## src/rtl/plb_reset_sequencer.sv

```systemverilog
`default_nettype none
// ============================================================================
// Module   : plb_reset_sequencer
// Purpose  : Releases bus, peripheral and CPU resets in order after lock and
//            records the last reset cause. Define RST_SEQ_WDT_EN to make
//            wdt_expired a reset trigger.
// Revision : 1.0 - initial release
// ============================================================================
module plb_reset_sequencer #(
    parameter int HOLD_CYCLES     = 8,
    parameter int STAGE_DLY       = 4,
    parameter int DEBOUNCE_CYCLES = 16
) (
    input  logic       CLKPLB,
    input  logic       RSTPLB,
    input  logic       dcm_locked,
    input  logic       ext_rst_n,
    input  logic       sw_rst_req,
    input  logic       wdt_expired,
    output logic       bus_rst,
    output logic       periph_rst,
    output logic       cpu_rst,
    output logic [2:0] rst_reason,
    output logic       seq_busy
);

    localparam int c_CNT_MAX = (HOLD_CYCLES > STAGE_DLY) ? HOLD_CYCLES : STAGE_DLY;
    localparam int c_CNT_W   = $clog2(c_CNT_MAX + 1);
    localparam int c_DB_W    = $clog2(DEBOUNCE_CYCLES + 1);

    localparam logic [c_CNT_W-1:0] c_HOLD_LAST  = c_CNT_W'(HOLD_CYCLES);
    localparam logic [c_CNT_W-1:0] c_STAGE_LAST = c_CNT_W'(STAGE_DLY - 1);
    localparam logic [c_DB_W-1:0]  c_DB_MAX     = c_DB_W'(DEBOUNCE_CYCLES);

    localparam logic [2:0] c_RSN_POR  = 3'd0;
    localparam logic [2:0] c_RSN_EXT  = 3'd1;
    localparam logic [2:0] c_RSN_SW   = 3'd2;
    localparam logic [2:0] c_RSN_WDT  = 3'd3;
    localparam logic [2:0] c_RSN_LOCK = 3'd4;

    typedef enum logic [2:0] {
        ST_ASSERT_ALL = 3'd0,
        ST_WAIT_LOCK  = 3'd1,
        ST_REL_BUS    = 3'd2,
        ST_REL_PERIPH = 3'd3,
        ST_REL_CPU    = 3'd4,
        ST_RUN        = 3'd5
    } state_t;

    state_t               r_state;
    state_t               w_next_state;
    logic [c_CNT_W-1:0]   r_cnt;
    logic [c_CNT_W-1:0]   w_cnt_next;
    logic [2:0]           w_reason_next;
    logic                 r_lock_meta;
    logic                 r_lock_sync;
    logic                 r_ext_meta;
    logic                 r_ext_sync;
    logic [c_DB_W-1:0]    r_db_cnt;
    logic                 w_press;
    logic                 w_lock_trig;
    logic                 w_wdt_trig;
    logic                 w_any_trig;

`ifdef RST_SEQ_WDT_EN
    assign w_wdt_trig = wdt_expired;
`else
    logic w_unused_wdt;
    assign w_unused_wdt = wdt_expired;
    assign w_wdt_trig   = 1'b0;
`endif

    // Synchronisers and front-panel debounce; the count saturates while held.
    always_ff @(posedge CLKPLB or posedge RSTPLB) begin
        if (RSTPLB) begin
            r_lock_meta <= 1'b0;
            r_lock_sync <= 1'b0;
            r_ext_meta  <= 1'b1;
            r_ext_sync  <= 1'b1;
            r_db_cnt    <= '0;
        end else begin
            r_lock_meta <= dcm_locked;
            r_lock_sync <= r_lock_meta;
            r_ext_meta  <= ext_rst_n;
            r_ext_sync  <= r_ext_meta;
            if (r_ext_sync) begin
                r_db_cnt <= '0;
            end else if (r_db_cnt != c_DB_MAX) begin
                r_db_cnt <= r_db_cnt + c_DB_W'(1);
            end
        end
    end

    assign w_press = (r_db_cnt == c_DB_MAX);

    // Lock loss only counts once the sequence has started releasing; before
    // that the block simply waits, so power-on never reports a lock loss.
    assign w_lock_trig = !r_lock_sync &&
                         ((r_state == ST_REL_BUS) || (r_state == ST_REL_PERIPH) ||
                          (r_state == ST_REL_CPU) || (r_state == ST_RUN));
    assign w_any_trig  = w_lock_trig || w_press || w_wdt_trig || sw_rst_req;

    always_comb begin
        w_next_state  = r_state;
        w_cnt_next    = r_cnt;
        w_reason_next = rst_reason;
        if (w_any_trig) begin
            w_next_state = ST_ASSERT_ALL;
            w_cnt_next   = '0;
            if (w_lock_trig)     w_reason_next = c_RSN_LOCK;
            else if (w_press)    w_reason_next = c_RSN_EXT;
            else if (w_wdt_trig) w_reason_next = c_RSN_WDT;
            else                 w_reason_next = c_RSN_SW;
        end else begin
            case (r_state)
                ST_ASSERT_ALL: begin
                    if ((r_cnt == c_HOLD_LAST) && !w_press) begin
                        w_next_state = ST_WAIT_LOCK;
                        w_cnt_next   = '0;
                    end else begin
                        w_cnt_next = r_cnt + c_CNT_W'(1);
                    end
                end
                ST_WAIT_LOCK: begin
                    if (r_lock_sync) begin
                        w_next_state = ST_REL_BUS;
                        w_cnt_next   = '0;
                    end
                end
                ST_REL_BUS: begin
                    if (r_cnt == c_STAGE_LAST) begin
                        w_next_state = ST_REL_PERIPH;
                        w_cnt_next   = '0;
                    end else begin
                        w_cnt_next = r_cnt + c_CNT_W'(1);
                    end
                end
                ST_REL_PERIPH: begin
                    if (r_cnt == c_STAGE_LAST) begin
                        w_next_state = ST_REL_CPU;
                        w_cnt_next   = '0;
                    end else begin
                        w_cnt_next = r_cnt + c_CNT_W'(1);
                    end
                end
                ST_REL_CPU: w_next_state = ST_RUN;
                ST_RUN:     w_next_state = ST_RUN;
                default:    w_next_state = ST_ASSERT_ALL;
            endcase
        end
    end

    // Outputs are registered from the next state so they move on the same
    // edge as the state register.
    always_ff @(posedge CLKPLB or posedge RSTPLB) begin
        if (RSTPLB) begin
            r_state    <= ST_ASSERT_ALL;
            r_cnt      <= '0;
            rst_reason <= c_RSN_POR;
            bus_rst    <= 1'b1;
            periph_rst <= 1'b1;
            cpu_rst    <= 1'b1;
        end else begin
            r_state    <= w_next_state;
            r_cnt      <= w_cnt_next;
            rst_reason <= w_reason_next;
            bus_rst    <= (w_next_state == ST_ASSERT_ALL) || (w_next_state == ST_WAIT_LOCK);
            periph_rst <= (w_next_state == ST_ASSERT_ALL) || (w_next_state == ST_WAIT_LOCK) ||
                          (w_next_state == ST_REL_BUS);
            cpu_rst    <= (w_next_state != ST_REL_CPU) && (w_next_state != ST_RUN);
        end
    end

    assign seq_busy = cpu_rst;

endmodule
`default_nettype wire
```

## config.mk

```make
export PLATFORM = sky130hd
export DESIGN_NAME = plb_reset_sequencer
export DESIGN_NICKNAME = d
export VERILOG_FILES = /design/src/rtl/plb_reset_sequencer.sv
export SDC_FILE = /design/constraint.sdc
export NUM_CORES = 1
export LEC_CHECK = 0
export CAP_MARGIN = 20
export CORE_AREA = 5 5 60 56
export CTS_BUF_LIST = sky130_fd_sc_hd__clkbuf_4
export CTS_CLUSTER_DIAMETER = 100
export DETAILED_ROUTE_END_ITERATION = 6
export DIE_AREA = 0 0 65 61
export SYNTH_ARGS = -nofsm -noshare
export SYNTH_HDL_FRONTEND = slang
export SYNTH_SLANG_ARGS = --single-unit
```

## constraint.sdc

```tcl
create_clock -name CLKPLB -period 2 [get_ports CLKPLB]
set_clock_uncertainty 0.05 [all_clocks]
set_input_delay 0.6 -clock CLKPLB [delete_from_list [all_inputs] [get_ports CLKPLB]]
set_output_delay 0.6 -clock CLKPLB [all_outputs]
set_load 0.01 [all_outputs]
```

==> results.toml <==
[worst_setup_path]
cp_data_required_time_ps = 1350
reg2reg_setup_slack_ps = 250
timing.rr.end = "r_cnt[2]"
cp-end-kind = "output pin"
max_stage_delay_ps = 540
path_delay_family = "buffers and inverters"
path_max_fanout = 2
critical_path_class = "flop to output pin"
crit_path_start_kind = "flop"
cp_slowest_cell = "clkdlybuf4s50_1"
cp.arrival_ps = 1210
timing.critical_path.buf_inv = 1
crit_chain = "clkdlybuf4s50_1"
reg2reg_depth = 6
reg2reg_from = "r_db_cnt[0]"
crit_start = "rst_reason[0]"

[layout]
diodes = 0
nFillCells = 249
drive_gt1_share_pct = 16.8
finalNonFillerCells = 149
flow.area_growth_from_synthesis_pct = 14.1
nets = 130
fin_util_pct = 48.7
regArea_um2 = 557
multi_input_area_um2 = 517

[synthesis]
seq_area_frac_synth_pct = 48.6
synth_top_area_share_pct = 37.2
synth_seq_cells = 22
netlist_area_um2 = 1140
synthTopCellsByCount = "dfrtp_1, inv_1, nor2_1, nand3_1"
syn_nets = 115
syn_inst = 105
synth-async-reset-ratio_pct = 100
synth_enable_flop_cells = 0
yosysUniqueCellTypes = 36
avgSynthCellArea_um2 = 10.9
post-synth-top-count-cell = "dfrtp_1"
synthTopCellsByArea = "dfrtp_1, dfstp_2, ha_1"
synth_flop_cell = "dfrtp_1"
synth_warnings = 0
synth_top_area_cell = "dfrtp_1"

[detailed_routing]
drt_iter0_drc = 28
viasPerCell = 5.23
drt-pass1-iter-count = 4
drt.antenna.violating_nets = 0
finalWirelength_mm = 2.08
post-route-drc-count = 0
vias = 779
wire_per_inst_um = 14.0

[sta]
hold_violations = 0
fmax_mhz = 538
maxSlewViolCount = 0
slew_headroom_pct = 69.4
setup_viol = 0
fin_tns_setup_ps = 0
rsz0062_at_grt = "no"
worstMarginPinSlew_ps = 457
fin_crit_ps = 1860
period_share_pct = 93.0
worst_hold_slack_ps = 314

[power_and_ir_drop]
power_density_nw_per_um2 = 584
switching_share_pct = 23.4
pwr-share-seq_pct = 62.6
ir_drop_mv = 0.374
finalPower_mw = 0.763
power_frac_comb_pct = 8.5
p_leak_nw = 0.567
p_sw_mw = 0.178
power_frac_clock_pct = 28.8
cellInternalPower_mw = 0.585

[clocking]
clkSinkCount = 22
cts_root_buf = "clkbuf_4"
holdBufCountCts = 0
cts_tree = "done"
cts.reportedPaths.clkPinSlew_ps = 120
cts_made_buffers = 3
htree_levels = 1
clockBufferDepth = 2
clkLatencyLatePin_ps = 300

[die]
die_area_um2 = 3970
die_w_um = 65
core-area_um2 = 2680
row_count = 18
die_y_um = 61
boundaryPins = 13
start_util_pct = 42.7

[global_routing]
overflow = 0
track_usage_pct = 12.2
grt_max_degree = 23
antenna_found_initial = 0
grt_pass1_wl_mm = 3.66
grt_pass1_vias = 817

[hold_path]
worstHoldPathCells = 0
hold_path_end = "r_lock_sync"
hold_class = "flop to flop"
min_from = "r_lock_meta"

[outcome]
status = "finished, final reports clean"

[placed_design]
dp_hpwl_mm = 1.51
dp.cells = 145
gp_congestion = 0.689
portBuffers = 11

[flow_run]
max-cap-violations = 0
[kinds of logic after synthesis]
| family | Yosys count | synth area share [%] |
|---|---|---|
| DFF | 22 | 48.6 |
| adders and majority gates | 4 | 4.37 |
| buffers and inverters | 13 | 6.23 |
| and+or+nand+nor | 38 | 21.0 |
| xor gates and xnor gates | 6 | 4.59 |
| AOI/OAI and AO/OA | 22 | 15.2 |
[worst max-delay path by stage]
stage | end | slack, ps | depth (start not counted)
CTS | rst_reason[0] | 120 | 1
detailed placement | r_cnt[3] | 50 | 5
floorplan | r_cnt[2] | 440 | 7
global route | rst_reason[2] | 70 | 1
finish | rst_reason[0] | 140 | 1
global placement | r_cnt[3] | 100 | 5
[power groups by stage]
stage / registers (mW) / clock network [mW] / logic (mW)
floorplan: 0.481 / 0 / 0.0447
global placement: 0.484 / 0 / 0.0642
detailed placement: 0.485 / 0 / 0.0667
CTS: 0.477 / 0.231 / 0.0669
global route: 0.481 / 0.256 / 0.0756
finish: 0.478 / 0.220 / 0.0652
[metal layers]
layer,vias to the layer above,wire [um],global-route usage [%]
met1,368,1130,16.8
met4,0,21,6.63
met3,2,59,2.22
met5,-,0,0
li1,398,-,-
met2,11,874,18.5
[through the flow]
stage | cell area (um2) | worst slack, ps
4_1_cts | 1310 | 119
2_1_floorplan | 1140 | 435
3_5_place_dp | 1280 | 54.2
3_3_place_gp | 1280 | 105
5_1_grt | 1310 | 74.4
6_report | 1310 | 140
[layout by cell type, fill, tap and decap left out, types with 5 or more instances in the layout]
master / instances
clkdlybuf4s50_1: 7
nor2_1: 8
dfrtp_1: 17
dfstp_2: 5
a21o_1: 5
nand3_1: 6
nor3_1: 5
inv_1: 8
[state kept, by name, summed over array words and instances, names as in the netlist]
name / flops
periph_rst: 1
r_db_cnt: 5
r_ext_meta: 1
bus_rst: 1
r_ext_sync: 1
cpu_rst: 1
r_lock_meta: 1
r_cnt: 4
r_state: 3
rst_reason: 3
r_lock_sync: 1
[layout make-up]
class,count,area share (%)
repair buffers,15,10.3
inverters,8,2.30
clock buffers,4,2.30
multi-input cells,70,39.6
flip-flops and latches,22,42.6
well taps,30,2.87
[timing repair]
action	in CTS	in global routing
setup buffers	0	0
endpoints found under the setup margin	4	0
gates resized for setup	4	0
endpoints found under the hold margin	0	0
No activity file was read; power rests on OpenSTA's default activity.
